===== src/rtl/tomasulo_pkg.sv =====
// Shared Tomasulo definitions: bus widths, per-class tag ranges and entry states.
package tomasulo_pkg;

  localparam int TAG_W    = 5;
  localparam int DATA_W   = 32;
  localparam int OP_W     = 4;
  localparam int TAG_NONE = 0;

  // Three station tags per unit class; ranges must stay disjoint.
  localparam int ADD_BASE_TAG   = 1;
  localparam int LOGIC_BASE_TAG = 4;
  localparam int MUL_BASE_TAG   = 7;
  localparam int LOAD_BASE_TAG  = 10;
  localparam int STORE_BASE_TAG = 13;

  typedef enum logic [1:0] {FREE, WAIT, READY, EXEC} entry_state_t;

endpackage


===== src/rtl/rs_station_if.sv =====
// Issue, CDB and execute signals between a reservation station and its neighbours.
interface rs_station_if #(
    parameter int TAG_W  = tomasulo_pkg::TAG_W,
    parameter int DATA_W = tomasulo_pkg::DATA_W,
    parameter int OP_W   = tomasulo_pkg::OP_W
);
    logic              issue_valid;
    logic              issue_ready;
    logic [OP_W-1:0]   issue_op;
    logic [TAG_W-1:0]  issue_qj;
    logic [DATA_W-1:0] issue_vj;
    logic [TAG_W-1:0]  issue_qk;
    logic [DATA_W-1:0] issue_vk;
    logic [TAG_W-1:0]  issue_tag;
    logic              cdb_enable;
    logic [TAG_W-1:0]  cdb_tag;
    logic [DATA_W-1:0] cdb_data;
    logic              ex_valid;
    logic              ex_ready;
    logic [OP_W-1:0]   ex_op;
    logic [DATA_W-1:0] ex_vj;
    logic [DATA_W-1:0] ex_vk;
    logic [TAG_W-1:0]  ex_tag;

    modport slave (
        input  issue_valid, issue_op, issue_qj, issue_vj, issue_qk, issue_vk,
        output issue_ready, issue_tag,
        input  cdb_enable, cdb_tag, cdb_data,
        output ex_valid, ex_op, ex_vj, ex_vk, ex_tag,
        input  ex_ready
    );

    modport master (
        output issue_valid, issue_op, issue_qj, issue_vj, issue_qk, issue_vk,
        input  issue_ready, issue_tag,
        output cdb_enable, cdb_tag, cdb_data,
        input  ex_valid, ex_op, ex_vj, ex_vk, ex_tag,
        output ex_ready
    );
endinterface


===== src/rtl/rs_entry.sv =====
// One reservation-station slot: lifecycle state, opcode, operands and CDB snooping.
module rs_entry import tomasulo_pkg::*; #(
    parameter int TAG_W   = tomasulo_pkg::TAG_W,
    parameter int DATA_W  = tomasulo_pkg::DATA_W,
    parameter int OP_W    = tomasulo_pkg::OP_W,
    parameter int OWN_TAG = 1
) (
    input  logic              clk,
    input  logic              rst,
    input  logic              alloc,
    input  logic              dispatch,
    input  logic [OP_W-1:0]   issue_op,
    input  logic [TAG_W-1:0]  issue_qj,
    input  logic [DATA_W-1:0] issue_vj,
    input  logic [TAG_W-1:0]  issue_qk,
    input  logic [DATA_W-1:0] issue_vk,
    input  logic              cdb_enable,
    input  logic [TAG_W-1:0]  cdb_tag,
    input  logic [DATA_W-1:0] cdb_data,
    output entry_state_t      state,
    output logic [OP_W-1:0]   op,
    output logic [DATA_W-1:0] vj,
    output logic [DATA_W-1:0] vk
);
    entry_state_t      state_q, state_d;
    logic [OP_W-1:0]   op_q;
    logic [TAG_W-1:0]  qj_q, qk_q, src_qj, src_qk, qj_d, qk_d;
    logic [DATA_W-1:0] vj_q, vk_q, src_vj, src_vk, vj_d, vk_d;
    logic              cdb_live, hit_j, hit_k, own_hit, load;

    // Operands come from the issue bus while FREE so the issue-cycle bypass shares the comparators.
    always_comb begin
        cdb_live = cdb_enable && (cdb_tag != TAG_W'(TAG_NONE));
        src_qj   = (state_q == FREE) ? issue_qj : qj_q;
        src_qk   = (state_q == FREE) ? issue_qk : qk_q;
        src_vj   = (state_q == FREE) ? issue_vj : vj_q;
        src_vk   = (state_q == FREE) ? issue_vk : vk_q;
        hit_j    = cdb_live && (src_qj == cdb_tag);
        hit_k    = cdb_live && (src_qk == cdb_tag);
        qj_d     = hit_j ? '0 : src_qj;
        qk_d     = hit_k ? '0 : src_qk;
        vj_d     = hit_j ? cdb_data : src_vj;
        vk_d     = hit_k ? cdb_data : src_vk;
        own_hit  = cdb_live && (cdb_tag == TAG_W'(OWN_TAG));
        load     = (state_q == FREE && alloc) || (state_q == WAIT);
    end

    // NOTE: state_d is assigned before the case so no path leaves it unassigned (no latch).
    always_comb begin
        state_d = state_q;
        unique case (state_q)
            FREE:    if (alloc) state_d = (qj_d != '0 || qk_d != '0) ? WAIT : READY;
            WAIT:    if (qj_d == '0 && qk_d == '0) state_d = READY;
            READY:   if (dispatch) state_d = EXEC;
            EXEC:    if (own_hit) state_d = FREE;
            default: state_d = FREE;
        endcase
    end

    // NOTE: sequential state uses non-blocking assignments so every flop samples pre-edge values.
    always_ff @(posedge clk) begin
        if (rst) state_q <= FREE;
        else     state_q <= state_d;
    end

    // NOTE: payload registers are cleared on reset too, so ex_* never expose stale data.
    always_ff @(posedge clk) begin
        if (rst) begin
            op_q <= '0;
            qj_q <= '0;
            qk_q <= '0;
            vj_q <= '0;
            vk_q <= '0;
        end else if (load) begin
            if (state_q == FREE) op_q <= issue_op;
            qj_q <= qj_d;
            qk_q <= qk_d;
            vj_q <= vj_d;
            vk_q <= vk_d;
        end
    end

    always_ff @(posedge clk) begin
        assert (rst || !own_hit || state_q == EXEC)
            else $warning("rs_entry tag %0d: CDB broadcast of own tag while not executing", OWN_TAG);
    end

    assign state = state_q;
    assign op    = op_q;
    assign vj    = vj_q;
    assign vk    = vk_q;
endmodule


===== src/rtl/rs_station.sv =====
// Reservation station: allocates issued work, snoops the CDB and dispatches ready entries.
module rs_station import tomasulo_pkg::*; #(
    parameter int N_ENTRIES = 3,
    parameter int TAG_W     = tomasulo_pkg::TAG_W,
    parameter int DATA_W    = tomasulo_pkg::DATA_W,
    parameter int OP_W      = tomasulo_pkg::OP_W,
    parameter int BASE_TAG  = ADD_BASE_TAG
) (
    input logic         clk,
    input logic         rst,
    rs_station_if.slave bus
);
    localparam int IDX_W = (N_ENTRIES > 1) ? $clog2(N_ENTRIES) : 1;

    if (BASE_TAG == 0 || N_ENTRIES < 1 || N_ENTRIES > 8 ||
        BASE_TAG + N_ENTRIES - 1 > (1 << TAG_W) - 1) begin : g_bad_params
        $error("rs_station: BASE_TAG/N_ENTRIES outside the tag space");
    end

    entry_state_t      state [N_ENTRIES];
    logic [OP_W-1:0]   op    [N_ENTRIES];
    logic [DATA_W-1:0] vj    [N_ENTRIES];
    logic [DATA_W-1:0] vk    [N_ENTRIES];
    logic [N_ENTRIES-1:0] alloc, dispatch;
    logic [IDX_W-1:0]  alloc_idx, sel_idx;
    logic              any_free, any_ready, issue_fire, ex_fire;

    // Descending scan leaves the lowest matching index in place.
    always_comb begin
        any_free  = 1'b0;
        any_ready = 1'b0;
        alloc_idx = '0;
        sel_idx   = '0;
        for (int i = N_ENTRIES - 1; i >= 0; i--) begin
            if (state[i] == FREE)  begin any_free  = 1'b1; alloc_idx = IDX_W'(i); end
            if (state[i] == READY) begin any_ready = 1'b1; sel_idx   = IDX_W'(i); end
        end
    end

    assign issue_fire = bus.issue_valid && any_free && !rst;
    assign ex_fire    = bus.ex_ready && any_ready && !rst;

    always_comb begin
        for (int i = 0; i < N_ENTRIES; i++) begin
            alloc[i]    = issue_fire && (alloc_idx == IDX_W'(i));
            dispatch[i] = ex_fire && (sel_idx == IDX_W'(i));
        end
    end

    for (genvar i = 0; i < N_ENTRIES; i++) begin : g_entry
        rs_entry #(
            .TAG_W(TAG_W), .DATA_W(DATA_W), .OP_W(OP_W), .OWN_TAG(BASE_TAG + i)
        ) u_entry (
            .clk(clk), .rst(rst), .alloc(alloc[i]), .dispatch(dispatch[i]),
            .issue_op(bus.issue_op), .issue_qj(bus.issue_qj), .issue_vj(bus.issue_vj),
            .issue_qk(bus.issue_qk), .issue_vk(bus.issue_vk),
            .cdb_enable(bus.cdb_enable), .cdb_tag(bus.cdb_tag), .cdb_data(bus.cdb_data),
            .state(state[i]), .op(op[i]), .vj(vj[i]), .vk(vk[i])
        );
    end

    assign bus.issue_ready = any_free && !rst;
    assign bus.issue_tag   = (any_free && !rst) ? TAG_W'(BASE_TAG) + TAG_W'(alloc_idx) : '0;
    assign bus.ex_valid    = any_ready && !rst;

    always_comb begin
        bus.ex_op  = '0;
        bus.ex_vj  = '0;
        bus.ex_vk  = '0;
        bus.ex_tag = '0;
        if (any_ready && !rst) begin
            bus.ex_op  = op[sel_idx];
            bus.ex_vj  = vj[sel_idx];
            bus.ex_vk  = vk[sel_idx];
            bus.ex_tag = TAG_W'(BASE_TAG) + TAG_W'(sel_idx);
        end
    end
endmodule


===== src/flat_wrapper.sv =====
// flat-port wrapper written by rule: the top's interface ports become plain ports
module rs_station_flat import tomasulo_pkg::*;
#(
    parameter int N_ENTRIES = 3,
    parameter int TAG_W     = tomasulo_pkg::TAG_W,
    parameter int DATA_W    = tomasulo_pkg::DATA_W,
    parameter int OP_W      = tomasulo_pkg::OP_W,
    parameter int BASE_TAG  = ADD_BASE_TAG
)
  (clk, rst, bus_issue_valid, bus_issue_op, bus_issue_qj, bus_issue_vj, bus_issue_qk, bus_issue_vk, bus_issue_ready, bus_issue_tag, bus_cdb_enable, bus_cdb_tag, bus_cdb_data, bus_ex_valid, bus_ex_op, bus_ex_vj, bus_ex_vk, bus_ex_tag, bus_ex_ready);
  rs_station_if #(.TAG_W(TAG_W), .DATA_W(DATA_W), .OP_W(OP_W)) bus_i ();
  input logic clk;
  input logic rst;
  input wire logic [$bits(bus_i.issue_valid)-1:0] bus_issue_valid;
  input wire logic [$bits(bus_i.issue_op)-1:0] bus_issue_op;
  input wire logic [$bits(bus_i.issue_qj)-1:0] bus_issue_qj;
  input wire logic [$bits(bus_i.issue_vj)-1:0] bus_issue_vj;
  input wire logic [$bits(bus_i.issue_qk)-1:0] bus_issue_qk;
  input wire logic [$bits(bus_i.issue_vk)-1:0] bus_issue_vk;
  output wire logic [$bits(bus_i.issue_ready)-1:0] bus_issue_ready;
  output wire logic [$bits(bus_i.issue_tag)-1:0] bus_issue_tag;
  input wire logic [$bits(bus_i.cdb_enable)-1:0] bus_cdb_enable;
  input wire logic [$bits(bus_i.cdb_tag)-1:0] bus_cdb_tag;
  input wire logic [$bits(bus_i.cdb_data)-1:0] bus_cdb_data;
  output wire logic [$bits(bus_i.ex_valid)-1:0] bus_ex_valid;
  output wire logic [$bits(bus_i.ex_op)-1:0] bus_ex_op;
  output wire logic [$bits(bus_i.ex_vj)-1:0] bus_ex_vj;
  output wire logic [$bits(bus_i.ex_vk)-1:0] bus_ex_vk;
  output wire logic [$bits(bus_i.ex_tag)-1:0] bus_ex_tag;
  input wire logic [$bits(bus_i.ex_ready)-1:0] bus_ex_ready;
  assign bus_i.issue_valid = bus_issue_valid;
  assign bus_i.issue_op = bus_issue_op;
  assign bus_i.issue_qj = bus_issue_qj;
  assign bus_i.issue_vj = bus_issue_vj;
  assign bus_i.issue_qk = bus_issue_qk;
  assign bus_i.issue_vk = bus_issue_vk;
  assign bus_issue_ready = bus_i.issue_ready;
  assign bus_issue_tag = bus_i.issue_tag;
  assign bus_i.cdb_enable = bus_cdb_enable;
  assign bus_i.cdb_tag = bus_cdb_tag;
  assign bus_i.cdb_data = bus_cdb_data;
  assign bus_ex_valid = bus_i.ex_valid;
  assign bus_ex_op = bus_i.ex_op;
  assign bus_ex_vj = bus_i.ex_vj;
  assign bus_ex_vk = bus_i.ex_vk;
  assign bus_ex_tag = bus_i.ex_tag;
  assign bus_i.ex_ready = bus_ex_ready;
  rs_station #(.N_ENTRIES(N_ENTRIES), .TAG_W(TAG_W), .DATA_W(DATA_W), .OP_W(OP_W), .BASE_TAG(BASE_TAG)) u_core (.clk(clk), .rst(rst), .bus(bus_i));
endmodule

===== config.mk =====
export PLATFORM = sky130hd
export DESIGN_NAME = rs_station_flat
export DESIGN_NICKNAME = d
export VERILOG_FILES = /design/src/rtl/tomasulo_pkg.sv /design/src/rtl/rs_station_if.sv /design/src/rtl/rs_entry.sv /design/src/rtl/rs_station.sv /design/src/flat_wrapper.sv
export SDC_FILE = /design/constraint.sdc
export NUM_CORES = 1
export LEC_CHECK = 0
export CORE_ASPECT_RATIO = 1.4
export CORE_UTILIZATION = 56
export DETAILED_ROUTE_END_ITERATION = 10
export PLACE_DENSITY = 0.81
export RECOVER_POWER = 50
export SKIP_LAST_GASP = 1
export SLEW_MARGIN = 40
export SYNTH_ARGS = -nofsm -noshare
export SYNTH_HDL_FRONTEND = slang
export SYNTH_SLANG_ARGS = --single-unit

===== constraint.sdc =====
create_clock -name clk -period 3.7 [get_ports clk]
set_input_delay 0.74 -clock clk [delete_from_list [all_inputs] [get_ports clk]]
set_output_delay 0.74 -clock clk [all_outputs]
set_load 0.01 [all_outputs]

# Word level (Yosys, flattened, before mapping)
# Cells that the tools add are included.
# totals
out_inout_bits	80
ff_bits	240
# classes
reduce_logical	71
n_addsub	2
eq_ne	34
bitwise_logic	1
n_mux	68
n_lt_le_gt_ge	1
# ops
cell	count
$mux W32	18
$bmux W32 S2	2
$mux W5	14
$mux W2	21
$reduce_bool A5 Y1	7
$eq A5 B5 Y1	6
$logic_not A5 Y1	6
$logic_and A1 B1 Y1	28
$pmux W2 S4	3
$ne A2 B2 Y1 const B	9
$reduce_and A2 Y1	9
$eq A2 B2 Y1 const B	8
$mux W4	3
$reduce_and A4 Y1	3
$reduce_bool A2 Y1	6
$eq A2 B1 Y1 const B	5
$eq A5 B2 Y1 const B	2
$logic_not A2 Y1	5
$bmux W4 S2	1
$add A1 B2 Y3 const A	2
$logic_or A1 B1 Y1	6
$mux W1	6
$ne A2 B1 Y1 const B	3
$eq A5 B1 Y1 const B	1
3 further kinds	3

# Longest topological paths before layout
# Gate-level depths: netlist (run 1).
# depth
ltp_word	10
mapped_depth	14
ltp_nobuf	12

# Hierarchy
# A second synthesis (run 1) with hierarchy kept.
# unflattened
cells_unflattened	1661
hier_area_um2	13459.2
# by_module_without_submodules
mod	seq_area_each_um2	cells_each	instances	area_per_inst_um2
rs_entry at u_core.g_entry[0].u_entry ...	1601.5	486	2	3996.3
rs_entry at u_core.g_entry[2].u_entry	1601.5	486	1	3948.8
rs_station	0.0	203	1	1517.7

# Least setup slack after synthesis (run 1)
# No wires, ideal clock.
# synth_timing
path_type	register to register
from	register u_core.g_entry[1].u_entry.state_q[0]
to	register u_core.g_entry[2].u_entry.state_q[0]
synth_period_minus_slack_ns	3.071
path_buffers	2
path_slack_ns	0.629
t_arrival_ns	2.992
t_required_ns	3.621
path_stages_with_launch	13
path_cell_list	dfxtp_1 inv_1 ha_1 nand2b_1 clkbuf_1 buf_1 ha_1 nand3b_1 nand2_1 o211ai_1 or4b_1 or3_1 o211ai_1
# synth_via
elab_chain_cells	8
word_cells_on_any_way	21
classes_between	eq/ne (5); mux (8); reduce/logical (8)
# synth_rtl
element	line	source
start, declared	rs_entry.sv:25	entry_state_t state_q, state_d;
start signal, assigned	rs_entry.sv:63	else state_q <= state_d;
$eq A2 B2 Y1 or $logic_not A2 Y1 (tied branches)	rs_station.sv:36, rs_station.sv:35	
$mux W1 (on tied branches) (2 in a row)	rs_station.sv:36, rs_station.sv:35	
$logic_and A1 B1 Y1 (on tied branches) (2 in a row)	rs_station.sv:41, rs_station.sv:40	
$logic_and A1 B1 Y1 (on tied branches)	rs_station.sv:46, rs_station.sv:45	
$ne A2 B2 Y1 (no source line)	-	
$reduce_and A4 Y1 (no source line) *	-	
end signal, assigned	rs_entry.sv:63	
end, declared	rs_entry.sv:25	
# Mark *: on every way between the ends. The rest lies on a longest branch, timed or not.
# A chain may end at the register's enable or synchronous reset.

# Worst setup path in the final report (run 1)
# layout_timing
from	register u_core.g_entry[2].u_entry.state_q[0]
to	output port bus_ex_vj[27]
# layout_via
elab_chain_cells	9
word_cells_on_any_way	13
classes_between	eq/ne (1); mux (10); bitwise (1); reduce/logical (1)
# layout_rtl
element	line	source
$eq A2 B2 Y1 *	rs_station.sv:36	if (state[i] == READY) begin any_ready = 1'b1; sel_idx = IDX_W'(i); end
$mux W2 (3 in a row)	rs_station.sv:36	
$not A2 Y3 (not written as such)	rs_station.sv:73	bus.ex_vj = vj[sel_idx];
$bmux W32 S2	rs_station.sv:73	
$mux W32 (not written as such) (2 in a row)	rs_station.sv:73	
$mux W32 *	rs_station.sv:71	if (any_ready && !rst) begin
end, declared	flat_wrapper.sv:27	output wire logic [$bits(bus_i.ex_vj)-1:0] bus_ex_vj;
# Mark *: on every way between the ends. The rest lies on a longest branch, timed or not. The select of a mux whose other input is x is not followed.

==> flow_summary.json, run 1 <==
{
  "cts_tree": "yes",
  "synth_cells": 1503,
  "fill_cells": 1891,
  "synth-seq-cells": 240,
  "end_kind": "output port",
  "hold_viol": 0,
  "antenna_found_initial": 4,
  "hold_path_class": "reg2reg",
  "ys.flop_type": "dfxtp_1",
  "peakVddDrop_mv": 0.581,
  "path_class": "reg2out",
  "clock_sinks": 240,
  "power_leakage_nw": 7.74,
  "layout_common_cells": "mux2i_1 (298), nor2_1 (240), dfxtp_1 (240)",
  "syn_avg_cell_area_sq_um": 9.51,
  "final_layout_size_suffix_gt1_share_pct": 15.5,
  "cts_buffers": 24,
  "hpwl_um": 28100,
  "path_max_fanout": 70,
  "rows": 68,
  "p_int_mw": 7.94,
  "via_per_inst": 6.40,
  "start_kind": "flop",
  "cp.arrival_ns": 2.97,
  "worst_slew_pin_slew_ns": 1.12,
  "place_area_sq_mm": 0.0165,
  "htree_levels": 1,
  "p_seq_share_pct": 29.2,
  "skew_ns": 0.0140,
  "fin_ws_ns": -0.00665,
  "io_pins": 200,
  "final_common_cell": "mux2i_1",
  "final_nets": 1773,
  "ctsHoldBuffers": 0,
  "netlist_area_sq_mm": 0.0143,
  "grt_max_degree": 79,
  "die_width_um": 137,
  "drv_cap": 0,
  "die_area_sq_mm": 0.0262,
  "slew_headroom_pct": 25.1,
  "wl_um": 42700,
  "setup_viol": 1,
  "power_frac_clock_pct": 19.6,
  "drtPass1Iterations": 5,
  "netSwitchingPower_mw": 5.73,
  "combPwrFrac_pct": 51.2,
  "vias": 12600,
  "postRouteAntennaNets": 0,
  "clock_latency_ns": 0.52,
  "syn_to_final_growth_pct": 21.5,
  "grt_util_all_layers_pct": 32.2,
  "period_share_pct": 100,
  "worstPathRequired_ns": 2.96,
  "wl_per_cell_um": 21.7,
  "violations": "setup timing",
  "synth_edf_count": 0,
  "grt_pass1_vias": 12400,
  "clock-root-buffer": "clkbuf_16",
  "portBuffers": 194,
  "ys_seq_area_share_pct": 33.6,
  "max_freq_ghz": 0.270,
  "grt_pass1_wl_um": 66500,
  "die_y_um": 191,
  "start_util_pct": 57.5,
  "post-place-ws_ns": 0.300,
  "path_clk_slew_ns": 0.07,
  "clockBufferDepth": 3,
  "drc": 0,
  "finalMaxSlewViolations": 0,
  "postLayoutCellArea_sq_mm": 0.0174,
  "async_flop_share_pct": 0,
  "status": "finished with violations",
  "ys_types": 64,
  "switching_share_pct": 41.9,
  "routabilityCongestion": 0.992,
  "drtIter0Drc": 967,
  "core_area_sq_mm": 0.0248,
  "grt_remaining_overflow": 0,
  "rsz0062_at_grt": "true",
  "yosys_warnings": 0,
  "period_needed_ns": 3.71,
  "power_density_mw_per_mm2": 787
}
## synthesized netlist by cell type (3+ instances only)
library cell / n / area (sq um)
o211ai_1: 3 / 22.5
inv_1: 11 / 41.3
nand3b_1: 4 / 30.0
nand2b_1: 3 / 18.8
nor4_4: 3 / 63.8
ha_1: 16 / 200
xor2_1: 6 / 52.6
buf_2: 29 / 145
a31oi_1: 4 / 25.0
buf_4: 18 / 135
buf_1: 10 / 37.5
a32oi_1: 20 / 175
clkbuf_1: 68 / 255
a211oi_2: 127 / 1590
o21a_1: 4 / 30.0
or3_1: 5 / 31.3
nand2_1: 22 / 82.6
nor2_1: 243 / 912
or4_1: 5 / 37.5
dfxtp_1: 240 / 4800
xnor2_1: 24 / 210
a211oi_1: 137 / 1030
a21oi_1: 85 / 425
buf_6: 20 / 225
nand2_4: 4 / 45.0
a21o_1: 4 / 30.0
nand3_1: 11 / 55.1
and2_1: 3 / 18.8
o21ai_0: 19 / 95.1
mux2i_1: 298 / 2980
nor3_1: 12 / 60.1
## routing by layer
layer / wire length (um) / vias to the layer above / global-route usage [%]
met1: 16700 / 6148 / 38.9
li1: - / 5827 / -
met5: 40 / - / 0
met4: 2380 / 6 / 17.7
met3: 3020 / 114 / 5.20
met2: 20600 / 517 / 53.9
## power by group through the flow
stage               Combinational (mW)  Clock (mW)  Sequential, mW
CTS                               6.95        2.70            3.97
floorplan                         5.03           0            3.88
detailed placement                6.86           0            4.01
finish                            7.00        2.68            3.99
global placement                  6.66           0            3.98
global route                      7.54        2.81            4.08
## final timing paths
path	from	end	slack, ns	cells past startpoint
hold / removal	u_core.g_entry[2].u_entry.op[0]	u_core.g_entry[2].u_entry.op[0]	0.46	2
setup reg to reg	u_core.g_entry[0].u_entry.state[1]	u_core.g_entry[0].u_entry.vk[7]	0.18	9
hold reg to reg	u_core.g_entry[2].u_entry.op[0]	u_core.g_entry[2].u_entry.op[0]	0.46	2
setup / recovery	u_core.g_entry[2].u_entry.state[0]	bus_ex_vj[27]	-0.007	7
## cells by family after synthesis
kind of cell    synth area share [%]
other cells                   0.0262
flops                           33.6
compound gates                  25.6
mux                             21.0
simple gates                    10.6
xor+xnor                        1.84
buf+inv                         5.90
fa+ha+maj                       1.40
## worst max-delay path, cell delays in order (launching register included)
cell	delay, ns
dfxtp_1	0.35
inv_1	0.10
ha_2	0.33
nor3_1	0.07
or2_2	0.31
buf_12	0.23
a211oi_1	0.38
clkdlybuf4s50_1	0.62
## cell type report
class                   instances  area [sq um]  area share, %
well taps                     315           394           2.27
flip-flops and latches        240          4800           27.7
repair buffers                248          2550           14.7
clock inverters                11           158          0.908
clock buffers                  33           716           4.12
multi-input cells            1111          8690           50.0
diodes                          1          2.50         0.0144
inverters                      12          47.5          0.274
## sequential cells by signal (all words and copies together), names as in the netlist
signal and flops:
u_core.g_entry.u_entry.vj 96, u_core.g_entry.u_entry.vk 96, u_core.g_entry.u_entry.qj_q 15, u_core.g_entry.u_entry.qk_q 15
u_core.g_entry.u_entry.op 12, u_core.g_entry.u_entry.state 6
## repair_timing
item,4_1_cts,5_1_grt
pin swaps,1,2
setup endpoints to repair,59,62
gates resized for setup,11,13
gates cloned,0,1
setup buffers,3,2
## through the flow
step	hold slack [ns]	TNS, ns	power [mW]	std cells	utilization [%]
3_3_place_gp	0.443	0	10.6	1920	66.3
3_5_place_dp	0.451	0	10.9	1920	66.4
4_1_cts	0.460	-0.120	13.6	1967	70.2
6_report	0.456	-0.00665	13.7	1971	69.9
2_1_floorplan	0.437	0	8.91	1507	-
5_1_grt	0.474	-0.131	14.4	1971	69.9
Note: power is estimated with default switching activity, not from simulation.
==> run 2, diff against run 1 <==
--- a/config.mk
+++ b/config.mk
@@ -8,8 +8,10 @@
 export CORE_ASPECT_RATIO = 1.4
 export CORE_UTILIZATION = 56
 export DETAILED_ROUTE_END_ITERATION = 10
+export GPL_ROUTABILITY_DRIVEN = 1
 export PLACE_DENSITY = 0.81
 export RECOVER_POWER = 50
+export SKIP_CTS_REPAIR_TIMING = 1
 export SKIP_LAST_GASP = 1
 export SLEW_MARGIN = 40
 export SYNTH_ARGS = -nofsm -noshare
==> run 2 against run 1 <==
Against the previous run: the run still ends with setup timing left; combinational power about the same; hold slack hardly changed; via count up 0.39%; power about the same; sequential power is essentially flat; cell count stayed put; core utilization hardly changed; largest cell class unchanged.
==> flow_summary.json, run 2 (synthesis results as in run 1) <==
{
  "status": "finished with violations",
  "violations": "setup timing",
  "final_nets": 1774,
  "utilization_pct": 69.9,
  "wl_met2_um": 20700,
  "cts_buffers": 24,
  "path_class": "reg2out",
  "end_kind": "output port",
  "cp.arrival_ns": 3.02,
  "final_cells": 1971,
  "die_area_sq_mm": 0.0262,
  "antenna_found_initial": 3,
  "layout_common_cells": "mux2i_1 (298), nor2_1 (240), dfxtp_1 (240)",
  "hpwl_um": 28100,
  "dr_wl_met3_um": 2900,
  "worstPathRequired_ns": 2.96,
  "r2r_cells": 9,
  "peakVddDrop_mv": 0.587,
  "slowest_delay_ns": 0.62,
  "syn_to_final_growth_pct": 21.6,
  "htree_levels": 1,
  "whs_path_depth": 2,
  "period_share_pct": 102,
  "clockBufferDepth": 3,
  "dp_cells": 1920,
  "grt_pass1_vias": 12400,
  "drtPass1Iterations": 5,
  "hold_viol": 0,
  "wl_per_cell_um": 21.8,
  "power_leakage_nw": 7.73,
  "grt_max_degree": 79,
  "core_area_sq_mm": 0.0248,
  "p_int_mw": 7.93,
  "grt_remaining_overflow": 0,
  "wl_um": 42900,
  "fill_cells": 1904,
  "skew_ns": 0.0119,
  "drtIter0Drc": 908,
  "clock_sinks": 240,
  "setup_viol": 4,
  "netSwitchingPower_mw": 5.75,
  "slew_headroom_pct": 26.8,
  "power_density_mw_per_mm2": 788,
  "drv_cap": 0,
  "final_common_cell": "mux2i_1",
  "via_per_inst": 6.42,
  "hold_path_class": "reg2reg",
  "combPwrFrac_pct": 51.2,
  "drt-met1-wl_um": 16900,
  "cp_cell_sequence": "inv_1 > ha_2 > nor3_1 > or2_2 > buf_12 > a211oi_1 > clkdlybuf4s50_1",
  "grt_util_all_layers_pct": 32.1,
  "start_kind": "flop",
  "start_util_pct": 57.5,
  "path_clk_slew_ns": 0.07,
  "clock-root-buffer": "clkbuf_16",
  "rows": 68,
  "drc": 0,
  "cts_tree": "yes",
  "finalMaxSlewViolations": 0,
  "clock_latency_ns": 0.52,
  "rsz0062_at_grt": "true",
  "final_layout_size_suffix_gt1_share_pct": 15.6,
  "routabilityCongestion": 0.992,
  "power_frac_clock_pct": 19.6,
  "die_y_um": 191,
  "path_max_fanout": 70,
  "io_pins": 200,
  "period_needed_ns": 3.76,
  "fin_ws_ns": -0.0634,
  "top_layer": "met5",
  "worst_slew_pin_slew_ns": 1.10,
  "slowest_stage": "clkdlybuf4s50_1",
  "grt_pass1_wl_um": 66200,
  "vias": 12700,
  "max_freq_ghz": 0.266,
  "p_seq_share_pct": 29.2,
  "diodes": 0,
  "postRouteAntennaNets": 0,
  "die_width_um": 137,
  "portBuffers": 194,
  "switching_share_pct": 42.0
}
==> run 2: critical path: cells and delay by family (launching register included) <==
kind / cells / cell delay, ns
buffers and inverters: 3 / 0.93
AOI/OAI and AO/OA: 1 / 0.41
and+or+nand+nor: 2 / 0.38
DFF: 1 / 0.36
adders and majority gates: 1 / 0.33
==> run 2: worst paths after layout <==
kind | start | endpoint | slack, ns
min reg2reg | u_core.g_entry[2].u_entry.op[0] | u_core.g_entry[2].u_entry.op[0] | 0.46
max | u_core.g_entry[2].u_entry.state[0] | bus_ex_vj[24] | -0.06
min | u_core.g_entry[2].u_entry.op[0] | u_core.g_entry[2].u_entry.op[0] | 0.46
max reg2reg | u_core.g_entry[0].u_entry.state[0] | u_core.g_entry[0].u_entry.vk[7] | 0.11
==> run 2: routing by layer <==
metal  vias to the layer above  track usage (%)
met3                       118             5.49
met2                       532             53.9
li1                       5838                -
met4                         6             17.3
met5                         -                0
met1                      6167             38.5
==> run 2: layout make-up <==
class	instances	area, sq um	area share [%]
Clock buffer	33	716	4.12
Clock inverter	11	158	0.907
Inverter	12	47.5	0.274
Multi-Input combinational cell	1112	8720	50.2
Sequential cell	240	4800	27.7
Tap cell	315	394	2.27
Timing Repair Buffer	248	2540	14.6
==> run 2: power by group through the flow <==
stage | logic, mW | registers, mW | clock network, mW
4_1_cts | 6.91 | 3.97 | 2.70
3_3_place_gp | 6.66 | 3.98 | 0
5_1_grt | 7.54 | 4.08 | 2.81
2_1_floorplan | 5.03 | 3.88 | 0
3_5_place_dp | 6.86 | 4.01 | 0
6_report | 7.00 | 4.00 | 2.68
==> run 2: through the flow <==
| step | power, mW | hold WS [ns] | instance area, sq um | worst slack [ns] | setup TNS [ns] |
|---|---|---|---|---|---|
| final | 13.7 | 0.456 | 17400 | -0.0634 | -0.176 |
| after floorplan | 8.91 | 0.437 | 14300 | 0.629 | 0 |
| after detailed placement | 10.9 | 0.451 | 16500 | 0.300 | 0 |
| after global routing | 14.4 | 0.474 | 17400 | -0.0572 | -0.246 |
| after CTS | 13.6 | 0.460 | 17400 | -0.278 | -6.27 |
| after global placement | 10.6 | 0.443 | 16500 | 0.314 | 0 |
==> run 3, diff against run 2 <==
--- a/config.mk
+++ b/config.mk
@@ -6,7 +6,7 @@
 export NUM_CORES = 1
 export LEC_CHECK = 0
 export CORE_ASPECT_RATIO = 1.4
-export CORE_UTILIZATION = 56
+export CORE_UTILIZATION = 55
 export DETAILED_ROUTE_END_ITERATION = 10
 export GPL_ROUTABILITY_DRIVEN = 1
 export PLACE_DENSITY = 0.81
@@ -16,4 +16,6 @@
 export SLEW_MARGIN = 40
 export SYNTH_ARGS = -nofsm -noshare
 export SYNTH_HDL_FRONTEND = slang
+export SYNTH_HIERARCHICAL = 1
 export SYNTH_SLANG_ARGS = --single-unit
+export TNS_END_PERCENT = 5
==> run 3 against run 2 <==
Against the previous run: non-clock buffer count down 5; area after synthesis decreased by 5.8%; critical path type unchanged; die area is 4.1% lower; flip-flop and latch count unchanged; sequential share of layout area is 1.7 points higher; setup slack better by 0.16 ns; global-route usage up 1.2 points; register-to-register slack better by 0.04 ns; hold slack better by 0.0041 ns; the run now ends clean; largest power group is now sequential cells; cell count up 7.3%; via count increased by 5.7%; core utilization is 1.7 points lower.
==> flow_summary.json, run 3 <==
{
  "status": "completed",
  "drtIter0Drc": 1214,
  "final_common_cell": "nand2_1",
  "grt_pass1_wl_um": 66900,
  "synth_cells": 1661,
  "clock_sinks": 240,
  "synth-seq-cells": 240,
  "grt_util_all_layers_pct": 33.2,
  "period_share_pct": 97.4,
  "drv_cap": 0,
  "reg2reg_slack_ns": 0.15,
  "whs_path_depth": 2,
  "vias": 13400,
  "power_density_mw_per_mm2": 600,
  "synth_top_area_share_pct": 35.7,
  "wl_um": 43200,
  "slowest_delay_ns": 0.50,
  "slew_headroom_pct": 27.8,
  "drtPass1Iterations": 5,
  "hold_path_class": "reg2reg",
  "clock-root-buffer": "clkbuf_16",
  "cts_tree": "yes",
  "hpwl_um": 27800,
  "synth_edf_count": 0,
  "cts_buffers": 25,
  "path_clk_slew_ns": 0.06,
  "yosys_warnings": 6,
  "die_width_um": 134,
  "worstPathRequired_ns": 2.96,
  "grt_remaining_overflow": 0,
  "max_freq_ghz": 0.277,
  "hold_viol": 0,
  "timing.rr.start": "u_core/g_entry[1].u_entry/state[1]",
  "ys_types": 64,
  "end_kind": "output port",
  "path_max_fanout": 35,
  "grt_pass1_vias": 12900,
  "dp_cells": 2065,
  "period_needed_ns": 3.60,
  "syn_to_final_growth_pct": 21.5,
  "routabilityCongestion": 0.933,
  "critPathBufInv": 3,
  "worst_slew_pin_slew_ns": 1.08,
  "ys.flop_type": "dfxtp_1",
  "synth_area_leaders": "dfxtp_1 (36%), nand2_1 (12%), a311oi_1 (8.6%), nor2_1 (6.9%), a311oi_2 (6.7%)",
  "die_y_um": 187,
  "rows": 67,
  "hp-start": "u_core/g_entry[1].u_entry/op[0]",
  "power_leakage_nw": 6.03,
  "skew_ns": 0.00945,
  "start_util_pct": 56.1,
  "synth_top_area_cell": "dfxtp_1",
  "cp_cell_sequence": "nor2b_2 > nor4b_4 > buf_4 > clkbuf_16 > a221o_1 > clkdlybuf4s50_1",
  "finalMaxSlewViolations": 0,
  "post-synth-top-count-cell": "nand2_1",
  "htree_levels": 1,
  "grt_max_degree": 102,
  "ys_seq_area_share_pct": 35.7,
  "clock_latency_ns": 0.51,
  "path_class": "reg2out",
  "postRouteAntennaNets": 0,
  "core_area_sq_mm": 0.0240,
  "synth_top_cells_by_count": "nand2_1 (424), nor2_1 (246), dfxtp_1 (240), a311oi_1 (132), and2_1 (78)",
  "die_area_sq_mm": 0.0251,
  "wl_per_cell_um": 20.4,
  "rsz0062_at_grt": "false",
  "setup_viol": 0,
  "peakVddDrop_mv": 0.375,
  "antenna_found_initial": 3,
  "cp_top_family": "buffers and inverters",
  "timing.hold.worst_endpoint": "u_core/g_entry[1].u_entry/op[0]",
  "portBuffers": 194,
  "layout_common_cells": "nand2_1 (424), nor2_1 (243), dfxtp_1 (239)",
  "async_flop_share_pct": 0,
  "cp.arrival_ns": 2.86,
  "final_layout_size_suffix_gt1_share_pct": 9.05,
  "clockBufferDepth": 3,
  "tns_ns": 0,
  "io_pins": 200,
  "final_cells": 2114,
  "utilization_pct": 68.2,
  "syn_avg_cell_area_sq_um": 8.10,
  "slowest_stage": "clkdlybuf4s50_1",
  "netlist_area_sq_mm": 0.0135,
  "drc": 0,
  "start_kind": "flop",
  "final_nets": 1920,
  "r2r_cells": 10,
  "rr_endpoint": "u_core/g_entry[1].u_entry/vk[13]",
  "via_per_inst": 6.33
}
==> run 3: cell types whose count changed after synthesis, moves of 14 or more <==
cell | previous run | this run
buf_2 | 29 | 47
a211oi_1 | 137 | 1
a221o_1 | 0 | 68
nand2_1 | 22 | 424
a21oi_1 | 85 | 18
a311oi_2 | 0 | 60
and2_1 | 3 | 78
mux2i_1 | 298 | 33
a211oi_2 | 127 | 0
o21ai_0 | 19 | 5
a311oi_1 | 1 | 132
==> run 3: cell type report <==
cell class                      instances  area (sq um)
Antenna cell                            2          5.00
Clock buffer                           37           751
Timing Repair Buffer                  243          2480
Inverter                               19          71.3
Multi-Input combinational cell       1255          7780
Fill cell                            2011          7620
Tap cell                              310           388
Sequential cell                       240          4810
Clock inverter                          8          77.6
==> run 3: cells by family after synthesis <==
| family | count (synthesis) | share of synthesized area (%) |
|---|---|---|
| buffers and inverters | 170 | 6.57 |
| other | 1 | 0.0279 |
| flip-flops | 240 | 35.7 |
| adder cells (fa/ha/maj) | 16 | 1.49 |
| XOR/XNOR | 30 | 1.95 |
| multiplexers | 34 | 2.54 |
| AO/OA/AOI/OAI | 361 | 26.0 |
| AND/OR/NAND/NOR | 809 | 25.7 |
==> run 3: worst max-delay path by stage <==
| stage | cells after the start | end | from |
|---|---|---|---|
| 5_1_grt | 6 | bus_ex_vk[31] | u_core/g_entry[0].u_entry/state[1] |
| 6_report | 6 | bus_ex_vk[31] | u_core/g_entry[0].u_entry/state[1] |
| 3_5_place_dp | 9 | u_core/g_entry[1].u_entry/vj[3] | u_core/g_entry[1].u_entry/state[1] |
| 2_1_floorplan | 11 | u_core/g_entry[0].u_entry/state[0] | rst |
| 3_3_place_gp | 9 | u_core/g_entry[1].u_entry/vj[9] | u_core/g_entry[1].u_entry/state[1] |
| 4_1_cts | 5 | bus_ex_vk[31] | u_core/g_entry[0].u_entry/state[0] |
==> run 3: worst register-to-register path: cells and delay by family, from the launching register on <==
kind	cells	cell delay [ns]
adders and majority gates	1	0.60
and+or+nand+nor	3	0.91
DFF	1	0.37
muxes	1	0.28
xor gates and xnor gates	1	0.10
buffers and inverters	3	0.84
AOI/OAI and AO/OA	1	0.34
==> run 3: per-stage QoR <==
stage	worst slack (ns)	power (mW)	hold WS, ns	area, sq um
detailed placement	0.315	7.30	0.449	15600
CTS	0.0951	9.80	0.458	16400
finish	0.0953	9.81	0.460	16400
global placement	0.391	7.13	0.440	15600
global route	0.0377	10.3	0.475	16400
floorplan	0.760	6.42	0.432	13500
==> run 3: routing by layer <==
layer	up-vias	global-route usage, %	wire, um	share of wire (%)
met5	-	0	0	0
met4	0	24.5	2970	6.9
met3	144	4.34	2880	6.7
met2	619	56.5	21300	49
met1	6418	37.8	16000	37
li1	6200	-	-	-
==> run 3: power by group <==
part	switching [mW]	internal, mW
clock	1.06	1.48
combinational	2.05	1.41
sequential	0.431	3.38
